$ cat src/rtl/wb_sha_bridge_pkg.sv
// Shared types and constants for the Wishbone to SHA-256 register bridge.
// Optional error reporting is enabled with WB_SHA_BRIDGE_ERR_EN.
package wb_sha_bridge_pkg;

   typedef enum logic [1:0] {
      IDLE,
      ISSUE,
      WAIT,
      ACK
   } state_t;

   localparam logic [31:0] DEF_BASE = 32'h3000_0000;
   localparam logic [31:0] DEF_MASK = 32'hFFFF_FC00;
   localparam int          CORE_AW  = 8;
   localparam logic [3:0]  FULL_SEL = 4'hF;

   function automatic logic addr_hit(
      input logic [31:0] adr,
      input logic [31:0] base,
      input logic [31:0] mask
   );
      return ((adr ^ base) & mask) == 32'h0;
   endfunction

endpackage

$ cat src/rtl/wb_sha_bridge_if.sv
// Wishbone classic slave bundle seen by the SHA bridge.
// wbs_err_o exists only when WB_SHA_BRIDGE_ERR_EN is defined.
interface wb_sha_bridge_if;

   logic        wbs_cyc_i;
   logic        wbs_stb_i;
   logic        wbs_we_i;
   logic [3:0]  wbs_sel_i;
   logic [31:0] wbs_adr_i;
   logic [31:0] wbs_dat_i;
   logic        wbs_ack_o;
   logic [31:0] wbs_dat_o;
`ifdef WB_SHA_BRIDGE_ERR_EN
   logic        wbs_err_o;
`endif

   modport slave (
      input  wbs_cyc_i, wbs_stb_i, wbs_we_i,
      input  wbs_sel_i, wbs_adr_i, wbs_dat_i,
`ifdef WB_SHA_BRIDGE_ERR_EN
      output wbs_err_o,
`endif
      output wbs_ack_o, wbs_dat_o
   );

   modport master (
      output wbs_cyc_i, wbs_stb_i, wbs_we_i,
      output wbs_sel_i, wbs_adr_i, wbs_dat_i,
`ifdef WB_SHA_BRIDGE_ERR_EN
      input  wbs_err_o,
`endif
      input  wbs_ack_o, wbs_dat_o
   );

endinterface

$ cat src/rtl/wb_sha_bridge.sv
// Wishbone classic slave to single-cycle cs/we SHA-256 core register port.
// Define WB_SHA_BRIDGE_ERR_EN to report misses, partial writes and core errors on wbs_err_o.
module wb_sha_bridge
   import wb_sha_bridge_pkg::*;
#(
   parameter logic [31:0] ADDR_BASE = DEF_BASE,
   parameter logic [31:0] ADDR_MASK = DEF_MASK,
   parameter int          READ_LAT  = 1
) (
   input  logic               wb_clk_i,
   input  logic               wb_rst_i,
   wb_sha_bridge_if.slave     wb,
   output logic               core_cs,
   output logic               core_we,
   output logic [CORE_AW-1:0] core_address,
   output logic [31:0]        core_write_data,
   input  logic [31:0]        core_read_data,
   input  logic               core_error
);

   state_t             state, state_n;
   logic [1:0]         cnt, cnt_n;
   logic               abort, abort_n;
   logic               cs_n, we_n, ack_n;
   logic [CORE_AW-1:0] adr_n;
   logic [31:0]        wd_n, dat_n;
   logic               req, hit, bad, live, resp;

`ifdef WB_SHA_BRIDGE_ERR_EN
   logic err_n;
   assign resp = wb.wbs_ack_o | wb.wbs_err_o;
`else
   logic unused_err;
   assign unused_err = core_error;
   assign resp = wb.wbs_ack_o;
`endif

   assign req  = wb.wbs_cyc_i & wb.wbs_stb_i & ~resp;
   assign hit  = addr_hit(wb.wbs_adr_i, ADDR_BASE, ADDR_MASK);
   assign bad  = ~hit | (wb.wbs_we_i & (wb.wbs_sel_i != FULL_SEL));
   // A dropped cycle anywhere after issue must not be acked later.
   assign live = wb.wbs_cyc_i & wb.wbs_stb_i & ~abort;

   always_comb begin
      state_n = state;
      cnt_n   = cnt;
      abort_n = abort;
      cs_n    = 1'b0;
      we_n    = core_we;
      adr_n   = core_address;
      wd_n    = core_write_data;
      ack_n   = 1'b0;
      dat_n   = wb.wbs_dat_o;
`ifdef WB_SHA_BRIDGE_ERR_EN
      err_n   = 1'b0;
`endif
      unique case (state)
         IDLE: begin
            if (req && bad) begin
               state_n = ACK;
               dat_n   = 32'h0;
`ifdef WB_SHA_BRIDGE_ERR_EN
               err_n   = 1'b1;
`else
               ack_n   = 1'b1;
`endif
            end else if (req) begin
               state_n = ISSUE;
               cs_n    = 1'b1;
               we_n    = wb.wbs_we_i;
               adr_n   = wb.wbs_adr_i[CORE_AW+1:2];
               wd_n    = wb.wbs_dat_i;
               abort_n = 1'b0;
            end
         end
         ISSUE: begin
            state_n = WAIT;
            cnt_n   = 2'(READ_LAT - 1);
            if (!wb.wbs_cyc_i) abort_n = 1'b1;
         end
         WAIT: begin
            if (!wb.wbs_cyc_i) abort_n = 1'b1;
            if (cnt == 2'd0) begin
               state_n = ACK;
               if (live) begin
                  dat_n = core_we ? 32'h0 : core_read_data;
`ifdef WB_SHA_BRIDGE_ERR_EN
                  err_n = core_error;
                  ack_n = ~core_error;
`else
                  ack_n = 1'b1;
`endif
               end
            end else begin
               cnt_n = cnt - 2'd1;
            end
         end
         ACK: begin
            state_n = IDLE;
         end
      endcase
   end

   always_ff @(posedge wb_clk_i) begin
      if (wb_rst_i) begin
         state           <= IDLE;
         cnt             <= 2'd0;
         abort           <= 1'b0;
         core_cs         <= 1'b0;
         core_we         <= 1'b0;
         core_address    <= '0;
         core_write_data <= 32'h0;
         wb.wbs_ack_o    <= 1'b0;
         wb.wbs_dat_o    <= 32'h0;
`ifdef WB_SHA_BRIDGE_ERR_EN
         wb.wbs_err_o    <= 1'b0;
`endif
      end else begin
         state           <= state_n;
         cnt             <= cnt_n;
         abort           <= abort_n;
         core_cs         <= cs_n;
         core_we         <= we_n;
         core_address    <= adr_n;
         core_write_data <= wd_n;
         wb.wbs_ack_o    <= ack_n;
         wb.wbs_dat_o    <= dat_n;
`ifdef WB_SHA_BRIDGE_ERR_EN
         wb.wbs_err_o    <= err_n;
`endif
      end
   end

endmodule
$ cat src/flat_wrapper.sv
// flat-port wrapper written by rule: the top's interface ports become plain ports
module wb_sha_bridge_flat import wb_sha_bridge_pkg::*;
#(
   parameter logic [31:0] ADDR_BASE = DEF_BASE,
   parameter logic [31:0] ADDR_MASK = DEF_MASK,
   parameter int          READ_LAT  = 1
)
  (wb_clk_i, wb_rst_i, core_cs, core_we, core_address, core_write_data, core_read_data, core_error, wb_wbs_cyc_i, wb_wbs_stb_i, wb_wbs_we_i, wb_wbs_sel_i, wb_wbs_adr_i, wb_wbs_dat_i, wb_wbs_ack_o, wb_wbs_dat_o);
  wb_sha_bridge_if wb_i ();
  input  logic wb_clk_i;
  input  logic wb_rst_i;
  output logic core_cs;
  output logic core_we;
  output logic [CORE_AW-1:0] core_address;
  output logic [31:0] core_write_data;
  input  logic [31:0] core_read_data;
  input  logic core_error;
  input wire logic [$bits(wb_i.wbs_cyc_i)-1:0] wb_wbs_cyc_i;
  input wire logic [$bits(wb_i.wbs_stb_i)-1:0] wb_wbs_stb_i;
  input wire logic [$bits(wb_i.wbs_we_i)-1:0] wb_wbs_we_i;
  input wire logic [$bits(wb_i.wbs_sel_i)-1:0] wb_wbs_sel_i;
  input wire logic [$bits(wb_i.wbs_adr_i)-1:0] wb_wbs_adr_i;
  input wire logic [$bits(wb_i.wbs_dat_i)-1:0] wb_wbs_dat_i;
  output wire logic [$bits(wb_i.wbs_ack_o)-1:0] wb_wbs_ack_o;
  output wire logic [$bits(wb_i.wbs_dat_o)-1:0] wb_wbs_dat_o;
  assign wb_i.wbs_cyc_i = wb_wbs_cyc_i;
  assign wb_i.wbs_stb_i = wb_wbs_stb_i;
  assign wb_i.wbs_we_i = wb_wbs_we_i;
  assign wb_i.wbs_sel_i = wb_wbs_sel_i;
  assign wb_i.wbs_adr_i = wb_wbs_adr_i;
  assign wb_i.wbs_dat_i = wb_wbs_dat_i;
  assign wb_wbs_ack_o = wb_i.wbs_ack_o;
  assign wb_wbs_dat_o = wb_i.wbs_dat_o;
  wb_sha_bridge #(.ADDR_BASE(ADDR_BASE), .ADDR_MASK(ADDR_MASK), .READ_LAT(READ_LAT)) u_core (.wb_clk_i(wb_clk_i), .wb_rst_i(wb_rst_i), .wb(wb_i), .core_cs(core_cs), .core_we(core_we), .core_address(core_address), .core_write_data(core_write_data), .core_read_data(core_read_data), .core_error(core_error));
endmodule
$ cat config.mk
export PLATFORM = sky130hd
export DESIGN_NAME = wb_sha_bridge_flat
export DESIGN_NICKNAME = d
export VERILOG_FILES = /design/src/rtl/wb_sha_bridge_pkg.sv /design/src/rtl/wb_sha_bridge_if.sv /design/src/rtl/wb_sha_bridge.sv /design/src/flat_wrapper.sv
export SDC_FILE = /design/constraint.sdc
export NUM_CORES = 1
export LEC_CHECK = 0
export BUFFER_PORTS_ARGS = -buffer_cell sky130_fd_sc_hd__buf_2
export CORE_MARGIN = 2
export CORE_UTILIZATION = 45
export CTS_CLUSTER_SIZE = 14
export DETAILED_ROUTE_END_ITERATION = 6
export PLACE_DENSITY = 0.73
export SYNTH_ARGS = -nofsm -noshare
export SYNTH_HDL_FRONTEND = slang
export SYNTH_SLANG_ARGS = --single-unit
$ cat constraint.sdc
create_clock -name wb_clk_i -period 4.97 [get_ports wb_clk_i]
set_clock_uncertainty 0.15 [all_clocks]
set_input_delay 0.497 -clock wb_clk_i [delete_from_list [all_inputs] [get_ports wb_clk_i]]
set_output_delay 0.497 -clock wb_clk_i [all_outputs]
set_load 0.03 [all_outputs]
==> flow_summary_export.csv <==
group,metric,value,unit
synthesis,syn-instance-count,615,
placed_design,detailedPlacementHpwl,9.430,mm
setup_path,critical_path.n_buffers_inverters,2,
timing,fin_crit,3.088,ns
synthesis,synth.net_count,726,
global_routing,grt_start_max_net_pins,154,
clocking,cts_max_level,3,
floorplanning,floorplan.die.width,110.6,µm
setup_path,critical_path_startpoint_category,"flop",
timing,timing_worst_slew_pin_value,1.293,ns
synthesis,number_of_warning_messages_in_the_yosys_log,0,
routing,dr.pass1.iters,5,
setup_path,worst-setup-path-type,"flop to flop",
floorplanning,start_util,46.53,%
clocking,cts_hold_buffers,0,
cells_and_area,area_growth_syn_to_layout,22.99,%
clocking,sinks_on_clock_net,80,
flow_run,maxCapViolCount,0,
worst_hold_path,worst_hold_startpoint,"wb_wbs_dat_i[24]",
setup_path,reg2reg_slack,1.88,ns
run_status,status,"finished clean",
cells_and_area,final-instance-count-excl-fill,889,
timing,hold_violation_count_in_the_final_report,0,
routing,drt_first_iter_violations,408,
timing,layout_setup_ws,1.882,ns
setup_path,timing.critical_path.fanout_max,18,
routing,vias,5208,
clocking,cts.path.max_buffers,2,
cells_and_area,drive_above_1_share,28.04,%
worst_hold_path,hold_path_class,"input port to flop",
global_routing,first_pass_grt_wire_length,25.14,mm
floorplanning,die_area,12220,µm²
timing,final_max_slew_viol_count,0,
floorplanning,placementRows,38,
routing,detail_route.wl_per_cell,17.07,µm
timing,slew_headroom,13.77,%
cells_and_area,final_nets,855,
global_routing,grt_pass1_vias,5390,
setup_path,crit_path_cells,"inv_1 -> ha_1 -> nand4_1 -> o21ai_2 -> buf_4 -> mux2i_1 -> nand3_1",
power_and_ir_drop,vdd.ir_drop.worst,0.1993,mV
cells_and_area,fin_util,57.22,%
cells_and_area,n_fill_cell,998,
setup_path,cp_slowest_stage_delay,0.88,ns
setup_path,critical_path.startpoint,"u_core.state[0]",
setup_path,arrival,3.15,ns
routing,totalWireLength,15.18,mm
placed_design,portBuffers,177,
power_and_ir_drop,p_leak,2.608,nW
clocking,cts_tree,"done",
timing,final.period_utilization,62.14,%
timing,finalSetupViolCount,0,
placed_design,place.gp.congestion,0.7651,
clocking,worst_skew_pair.late_latency,0.33,ns
synthesis,seq_area_frac_synth,31.34,%
global_routing,global_route.overflow_total,0,
floorplanning,io-pin-count,181,
timing,setup_tns,0,ns
routing,route.detailed.drc,0,
clocking,cts_setup_buffers,0,
synthesis,synth.ff_latch_count,80,
placed_design,pre_cts_ws,1.781,ns
timing,rsz0062_at_grt,"false",
setup_path,setup.worst_path.end_class,"flop",
floorplanning,fp.coreArea,10980,µm²
setup_path,worst_path_dominant_cell_family,"compound AO/OA/AOI/OAI gates",
clocking,cts_repair_resize_count,0,
placed_design,placedCellCount,873,
global_routing,grt_antenna_before_repair,0,
synthesis,avgSynthCellArea,8.309,µm²
setup_path,timing.rr.start,"u_core.state[0]",
clocking,cts-buffers-inserted,9,
synthesis,netlist_area,5110,µm²
setup_path,timing.critical_path.slowest_stage_cell,"sky130_fd_sc_hd__o21ai_2",
routing,detail_route.vias_per_cell,5.858,
floorplanning,fp.dieH,110.6,µm
routing,drt.antenna.violating_nets,0,
global_routing,grtUsageTotal,24.45,%
synthesis,number_of_distinct_library_cell_variants_in_the_gate_level_netlist_after_synthesis,38,
clocking,worst_setup_hold_path_clk_slew,0.07,ns
power_and_ir_drop,power.density,340.0,nW/µm²
power_and_ir_drop,total_power,2.137,mW
timing,maximum_frequency_from_static_timing_analysis,323.8,MHz
clocking,ctsRootBufferMaster,"sky130_fd_sc_hd__clkbuf_16",
setup_path,timing.critical_path.required,5.03,ns
cells_and_area,n_antenna_cell,0,
-- logic make-up (layout without fill, tap and decap cells) --
| group | count (synthesis) | count (layout) | synth area share [%] |
|---|---|---|---|
| fa+ha+maj | 5 | 5 | 1.224 |
| flops | 80 | 80 | 31.34 |
| simple gates | 333 | 333 | 40.65 |
| compound gates | 79 | 79 | 12.37 |
| buf+inv | 76 | 210 | 6.195 |
| mux | 42 | 42 | 8.227 |
-- state kept, by name (all words and copies together), names as in the netlist --
signal,flops
u_core.state,2
u_core.core_address,8
u_core.core_we,1
u_core.core_write_data,32
u_core.cnt,2
u_core.wb.wbs_dat_o,32
u_core.abort,1
u_core.wb.wbs_ack_o,1
u_core.core_cs,1
-- stage by stage --
step                      cell area (µm²)  hold WS, ns
after floorplan                      5110       0.3044
after global placement               5981       0.3055
after detailed placement             5981       0.3112
after CTS                            6285       0.2601
after global routing                 6285       0.2654
final                                6285       0.2652
-- routing by layer --
metal	track usage (%)	vias to the layer above	share of wire, %
met2	42.25	257	51
met5	0	-	0
met1	28.84	2431	39
li1	-	2500	-
met4	10.58	0	1.8
met3	5.818	20	8.1
-- synth_stat cells, drive strengths merged --
master    n  area share (%)
o21ai     1           0.098
dfxtp    80              31
and3      1            0.12
nor2     39             2.9
nor2b    33             4.0
or3b      1            0.17
nand2b   85              10
a21oi     6            0.59
o21a      1            0.15
a311oi    1            0.17
or4bb    31             6.8
and2     31             3.8
nand3b    1            0.15
mux2i    42             8.2
nand3    63             6.2
a211oi    1            0.15
or4       1            0.15
o211ai   33             4.8
nand2     2            0.15
a2111o    1            0.22
nor4bb    1            0.20
and4      1            0.17
and3b     1            0.17
buf       8             1.2
o41ai     1            0.17
clkbuf   62             4.6
inv       6            0.44
o21ba     1            0.20
ha        5             1.2
a41oi     1            0.17
a2111oi   1            0.29
nor4     35             4.3
nor3      4            0.61
a221oi   31             5.3
nand4     3            0.37
-- power breakdown --
group | internal, mW | switching, mW
clock network | 0.396 | 0.292
registers | 0.671 | 0.0167
logic | 0.218 | 0.543
total | 1.28 | 0.852
-- worst register-to-register path, cell delays in order (launching register included) --
cell and delay (ns):
sky130_fd_sc_hd__dfxtp_1 0.33, sky130_fd_sc_hd__inv_1 0.11, sky130_fd_sc_hd__ha_1 0.18, sky130_fd_sc_hd__nand4_1 0.61
sky130_fd_sc_hd__o21ai_2 0.88, sky130_fd_sc_hd__buf_4 0.38, sky130_fd_sc_hd__mux2i_1 0.23, sky130_fd_sc_hd__nand3_1 0.10
-- cells in the final DEF (no fill, tap or decap), types with 2 or more instances in the layout --
master,instances
sky130_fd_sc_hd__a21oi_1,6
sky130_fd_sc_hd__a221oi_1,31
sky130_fd_sc_hd__and2_1,31
sky130_fd_sc_hd__buf_2,176
sky130_fd_sc_hd__buf_4,12
sky130_fd_sc_hd__clkbuf_16,9
sky130_fd_sc_hd__clkinv_4,2
sky130_fd_sc_hd__dfxtp_1,80
sky130_fd_sc_hd__ha_1,4
sky130_fd_sc_hd__inv_1,6
sky130_fd_sc_hd__inv_6,3
sky130_fd_sc_hd__mux2i_1,42
sky130_fd_sc_hd__nand2_1,2
sky130_fd_sc_hd__nand2b_1,85
sky130_fd_sc_hd__nand3_1,63
sky130_fd_sc_hd__nand4_1,3
sky130_fd_sc_hd__nor2_1,39
sky130_fd_sc_hd__nor2b_1,33
sky130_fd_sc_hd__nor3_1,3
sky130_fd_sc_hd__nor4_1,35
sky130_fd_sc_hd__o211ai_1,33
sky130_fd_sc_hd__or4bb_1,31
-- path summary, 6_finish.rpt --
| path | cells after the start | end |
|---|---|---|
| max | 7 | u_core.wb.wbs_dat_o[8] |
| min | 3 | u_core.core_write_data[24] |
| max reg2reg | 7 | u_core.wb.wbs_dat_o[8] |
| min reg2reg | 2 | u_core.core_write_data[27] |
-- cell type report --
cell class | instances | area (µm²) | area share (%)
Clock buffer | 9 | 225.2 | 3.584
Multi-Input combinational cell | 459 | 3211 | 51.09
Inverter | 6 | 22.52 | 0.3584
Sequential cell | 80 | 1602 | 25.48
Timing Repair Buffer | 188 | 970.9 | 15.45
Tap cell | 140 | 175.2 | 2.787
Clock inverter | 7 | 78.83 | 1.254
Power figures use the tool's default switching activity.
